<file path="src/rtl/psinha_pkg.sv">
// Shared types and constants for the data-memory path, common to core and arbiter.
// Latency: n/a (types only).
// Backpressure: n/a.
package psinha_pkg;

    localparam int DM_AW = 5;
    localparam int DW    = 32;

    typedef enum logic {
        OWN_CORE = 1'b0,
        OWN_HOST = 1'b1
    } psinha_own_t;

    typedef enum logic {
        ST_ARB    = 1'b0,
        ST_LOCKED = 1'b1
    } psinha_arb_st_t;

endpackage

</file>
<file path="src/rtl/psinha_rr_pick2.sv">
// Two-way round-robin pick: bit 0 = core, bit 1 = host; one-hot grant.
// Latency: combinational.
// Backpressure: none; on contention the side that was not last_own wins.
module psinha_rr_pick2
    import psinha_pkg::*;
(
    input  logic [1:0]  req,
    input  psinha_own_t last_own,
    output logic [1:0]  gnt
);

    always_comb begin
        gnt = 2'b00;
        case (req)
            2'b01:   gnt = 2'b01;
            2'b10:   gnt = 2'b10;
            2'b11:   gnt = (last_own == OWN_CORE) ? 2'b10 : 2'b01;
            default: gnt = 2'b00;
        endcase
    end

endmodule

</file>
<file path="src/rtl/psinha_dmem_arb.sv">
// Core/host arbiter for the single-ported data memory; host lock bursts under PSINHA_DMEM_ARB_LOCK_EN.
// Latency: grant combinational (0 cycles uncontended), read data valid 1 cycle after grant.
// Backpressure: ungranted requester holds its request; the core sees core_stall until granted.
module psinha_dmem_arb
    import psinha_pkg::*;
#(
    parameter int AW    = DM_AW,
    parameter int DW    = 32,
    parameter int CNT_W = 16
) (
    input  logic             clk,
    input  logic             RN,
    input  logic             c_req,
    input  logic             c_we,
    input  logic [AW-1:0]    c_addr,
    input  logic [DW-1:0]    c_wdata,
    output logic             c_gnt,
    output logic             c_rvalid,
    output logic [DW-1:0]    c_rdata,
    output logic             core_stall,
    input  logic             h_req,
    input  logic             h_we,
    input  logic             h_lock,
    input  logic [AW-1:0]    h_addr,
    input  logic [DW-1:0]    h_wdata,
    output logic             h_gnt,
    output logic             h_rvalid,
    output logic [DW-1:0]    h_rdata,
    output logic             m_en,
    output logic             m_we,
    output logic [AW-1:0]    m_addr,
    output logic [DW-1:0]    m_wdata,
    input  logic [DW-1:0]    m_rdata,
    output logic [CNT_W-1:0] conflict_cnt
);

    psinha_arb_st_t st, st_nxt;
    psinha_own_t    last_own, own_nxt;
    psinha_own_t    rd_own;
    logic           rd_vld;
    logic [1:0]     rr_gnt;

    psinha_rr_pick2 u_pick (
        .req      ({h_req, c_req}),
        .last_own (last_own),
        .gnt      (rr_gnt)
    );

    always_comb begin
        st_nxt  = st;
        own_nxt = last_own;
        c_gnt   = 1'b0;
        h_gnt   = 1'b0;
        if (!RN) begin
`ifdef PSINHA_DMEM_ARB_LOCK_EN
            // A lock-release cycle falls through to normal arbitration.
            if (st == ST_LOCKED && h_lock) begin
                h_gnt = h_req;
            end else begin
                c_gnt  = rr_gnt[0];
                h_gnt  = rr_gnt[1];
                st_nxt = (rr_gnt[1] && h_lock) ? ST_LOCKED : ST_ARB;
            end
`else
            c_gnt = rr_gnt[0];
            h_gnt = rr_gnt[1];
`endif
            if (c_gnt)
                own_nxt = OWN_CORE;
            else if (h_gnt)
                own_nxt = OWN_HOST;
        end
    end

`ifndef PSINHA_DMEM_ARB_LOCK_EN
    logic unused_h_lock;
    assign unused_h_lock = h_lock;
`endif

    assign m_en       = c_gnt | h_gnt;
    assign m_we       = (c_gnt & c_we) | (h_gnt & h_we);
    assign m_addr     = h_gnt ? h_addr  : c_addr;
    assign m_wdata    = h_gnt ? h_wdata : c_wdata;
    assign core_stall = c_req & ~c_gnt & ~RN;

    // Gating with RN drops a read return that lands on a reset cycle.
    assign c_rvalid = rd_vld & (rd_own == OWN_CORE) & ~RN;
    assign h_rvalid = rd_vld & (rd_own == OWN_HOST) & ~RN;
    assign c_rdata  = m_rdata;
    assign h_rdata  = m_rdata;

    always_ff @(posedge clk) begin
        if (RN) begin
            st           <= ST_ARB;
            last_own     <= OWN_HOST;
            rd_vld       <= 1'b0;
            rd_own       <= OWN_CORE;
            conflict_cnt <= '0;
        end else begin
            st       <= st_nxt;
            last_own <= own_nxt;
            rd_vld   <= m_en & ~m_we;
            rd_own   <= h_gnt ? OWN_HOST : OWN_CORE;
            if (c_req && h_req && (conflict_cnt != {CNT_W{1'b1}}))
                conflict_cnt <= conflict_cnt + 1'b1;
        end
    end

endmodule
</file>
<file path="config.mk">
export PLATFORM = sky130hd
export DESIGN_NAME = psinha_dmem_arb
export DESIGN_NICKNAME = d
export VERILOG_FILES = /design/src/rtl/psinha_pkg.sv /design/src/rtl/psinha_rr_pick2.sv /design/src/rtl/psinha_dmem_arb.sv
export SDC_FILE = /design/constraint.sdc
export NUM_CORES = 1
export LEC_CHECK = 0
export CAP_MARGIN = 25
export CORE_MARGIN = 8
export CORE_UTILIZATION = 24
export DETAILED_ROUTE_END_ITERATION = 8
export HOLD_SLACK_MARGIN = 0.03
export MAX_ROUTING_LAYER = met4
export PLACE_DENSITY_LB_ADDON = 0.3
export SYNTH_ARGS = -nofsm -noshare
export SYNTH_HDL_FRONTEND = slang
export SYNTH_SLANG_ARGS = --single-unit
</file>
<file path="constraint.sdc">
create_clock -name clk -period 1.8 [get_ports clk]
set_clock_uncertainty 0.05 [all_clocks]
set_input_delay 0.36 -clock clk [delete_from_list [all_inputs] [get_ports clk]]
set_output_delay 0.36 -clock clk [all_outputs]
set_load 0.005 [all_outputs]
</file>
==> qor.yml <==
die:
  ioPinCount: 237
  die_w_um: 107
  row_count: 33
  die_area_sq_mm: 0.0113
  core-area_sq_mm: 0.00809
  initial_utilization_pct: 24.3
  die_y_um: 107
yosys:
  netlist-cell-type-count: 38
  ys_warn_count: 0
  synth.avg_cell_area_sq_um: 6.53
  synth_cells: 301
  synth_edf_count: 0
  netlist_area_sq_mm: 0.00197
  ys.flop_type: "dfxtp_1"
  ys_seq_area_share_pct: 19.3
  ys_ff_latch: 19
  syn_nets: 415
  async_flop_share_pct: 0
critical_path:
  r2r-start: "conflict_cnt[1]"
  crit_arrival_ps: 1550
  startpoint: "last_own"
  endpoint_kind: "output pin"
  critPathRequiredTime_ps: 1390
  path_max_fanout: 5
  path_class: "register to output pin"
  cp-start-kind: "register"
final_layout:
  fin_area_sq_mm: 0.00385
  fin_util_pct: 47.6
  drive_above_1_share_pct: 43.2
  final_nets: 546
  area_growth_pct: 95.8
  num_antenna_cells: 0
sta:
  fin_crit_ps: 1960
  max_freq_ghz: 0.509
  hold_violations: 0
  worstMarginPinSlew_ps: 352
  setup_viol: 38
  fin_crit_sh_pct: 109
  timing.final.ws_setup_ps: -164
  slew_headroom_pct: 76.2
  finalSetupTns_ps: -2840
  hold_slack_ps: 396
  slew_violations: 0
  rsz0062_at_grt: "yes"
run:
  max_cap_violations: 0
hold_path:
  holdCritPathClass: "primary input to register"
  hp-start: "RN"
drt:
  wirelength_um: 8530
  drcViolationCount: 0
  ant_nets: 0
  first_iter_violations: 76
  wl_per_cell_um: 15.9
  via_count: 2450
  via_per_inst: 4.57
  drt_first_pass_iters: 4
outcome:
  violations: "negative setup slack"
  run_status: "finished, violations left"
clocking:
  clk_pin_slew_ps: 70
  cts_tree: "built"
  cts.path.max_buffers: 2
  root_buffer: "clkbuf_8"
  cts_buffers: 3
  htree_levels: 1
  clock_latency_ps: 260
  cts.sinks: 19
  hold_buffers: 0
global_routing:
  grtUsageTotal_pct: 14.4
  antenna_found_initial: 0
  grt_max_degree: 24
  grt_pass1_vias: 2577
  overflow: 0
  grt_first_pass_wirelength_um: 13000
place:
  dp_hpwl_um: 6230
  place_area_sq_mm: 0.00325
  io_buffers: 139
  gp_congestion: 0.836
power:
  total_power_mw: 1.36
  p_leak_nw: 1.84
  p_per_area_mw_per_mm2: 354
  ir_drop_mv: 0.195
==> cell families (layout without fill, tap and decap cells) <==
kind of cell	Yosys count	count (layout)	synth area share, %
compound gates	24	24	7.51
fa+ha+maj	1	1	0.636
buf+inv	80	210	27.9
flops	19	19	19.3
mux	4	4	2.29
simple gates	173	173	42.3
==> layout make-up <==
class | count | area (sq um)
fillers | 810 | 4240
repair buffers | 204 | 1980
multi-input cells | 202 | 1290
flip-flops and latches | 19 | 395
well taps | 105 | 131
clock buffers | 4 | 45.0
inverters | 2 | 7.51
==> stage by stage <==
step / instances / setup WS (ps)
finish: 536 / -164
global route: 536 / -243
CTS: 529 / -135
detailed placement: 503 / -801
global placement: 503 / -774
floorplan: 301 / 3.92
==> worst paths after layout <==
path                      end  slack [ps]  depth (start not counted)
max reg2reg   conflict_cnt[3]          60                          7
max               m_wdata[17]        -160                         10
min           conflict_cnt[7]         400                          3
min reg2reg  conflict_cnt[11]         470                          2
==> sequential cells by signal, indices dropped and copies added, names as in the netlist <==
| signal | cells |
|---|---|
| conflict_cnt | 16 |
| last_own | 1 |
| rd_own | 1 |
| rd_vld | 1 |
==> cells in the mapped netlist, drive strengths merged (2+ instances only) <==
library cell  number  share of area (%)
o21ai              4                1.0
clkbuf             7                1.3
nand2            118                 23
and3               3               0.95
o31ai              6                2.3
or3                2               0.64
nand4              6                3.0
nor4               2                1.4
nor2               8                1.5
and4               4                1.8
dfxtp             19                 19
inv                2               0.38
or4                7                2.9
nor3b              3                1.1
and3b              2               0.89
buf               71                 26
a21oi             10                2.5
nand3              6                1.5
nor2b              5                1.6
mux2               4                2.3
and2               2               0.64
==> per-layer routing <==
metal / vias to the layer above / global-route usage (%) / wire length [um]
met5: - / - / 0
met4: 0 / 5.33 / 210
met3: 28 / 3.81 / 599
met2: 117 / 25.2 / 4420
met1: 1108 / 15.2 / 3290
li1: 1197 / - / -
==> layout by cell type, fill, tap and decap left out, types with 4 or more instances in the layout <==
| master | netlist | routed |
|---|---|---|
| nor2_1 | 8 | 8 |
| mux2_1 | 4 | 4 |
| buf_16 | 0 | 4 |
| clkdlybuf4s50_1 | 0 | 92 |
| nand2_1 | 118 | 60 |
| nand2_4 | 0 | 12 |
| dfxtp_1 | 19 | 11 |
| buf_6 | 0 | 24 |
| dfxtp_2 | 0 | 6 |
| nand4_1 | 4 | 4 |
| or4_1 | 6 | 5 |
| and4_1 | 4 | 4 |
| o31ai_1 | 6 | 6 |
| buf_4 | 65 | 36 |
| nand2_2 | 0 | 46 |
| buf_12 | 0 | 4 |
| a21oi_1 | 10 | 9 |
| nor2b_1 | 5 | 4 |
| buf_8 | 0 | 4 |
| nand3_1 | 6 | 6 |
| buf_2 | 4 | 30 |
==> where the power goes <==
part / internal [mW] / switching (mW)
sequential: 0.426 / 0.00473
combinational: 0.397 / 0.237
clock: 0.157 / 0.142
==> critical path, cell delays in order (launching register included) <==
cell	delay, ps
dfxtp_2	340
nand2_2	60
nand3b_1	130
inv_2	60
buf_6	120
buf_6	130
buf_16	140
buf_12	120
nand2_2	40
nand2_1	40
buf_2	120
==> what timing repair did <==
item,in CTS,in global routing
gates cloned,4,2
setup endpoints to repair,55,50
buffers inserted,19,6
gates resized for setup,215,86
pin swaps,4,34
(Power assumes the default switching activity.)
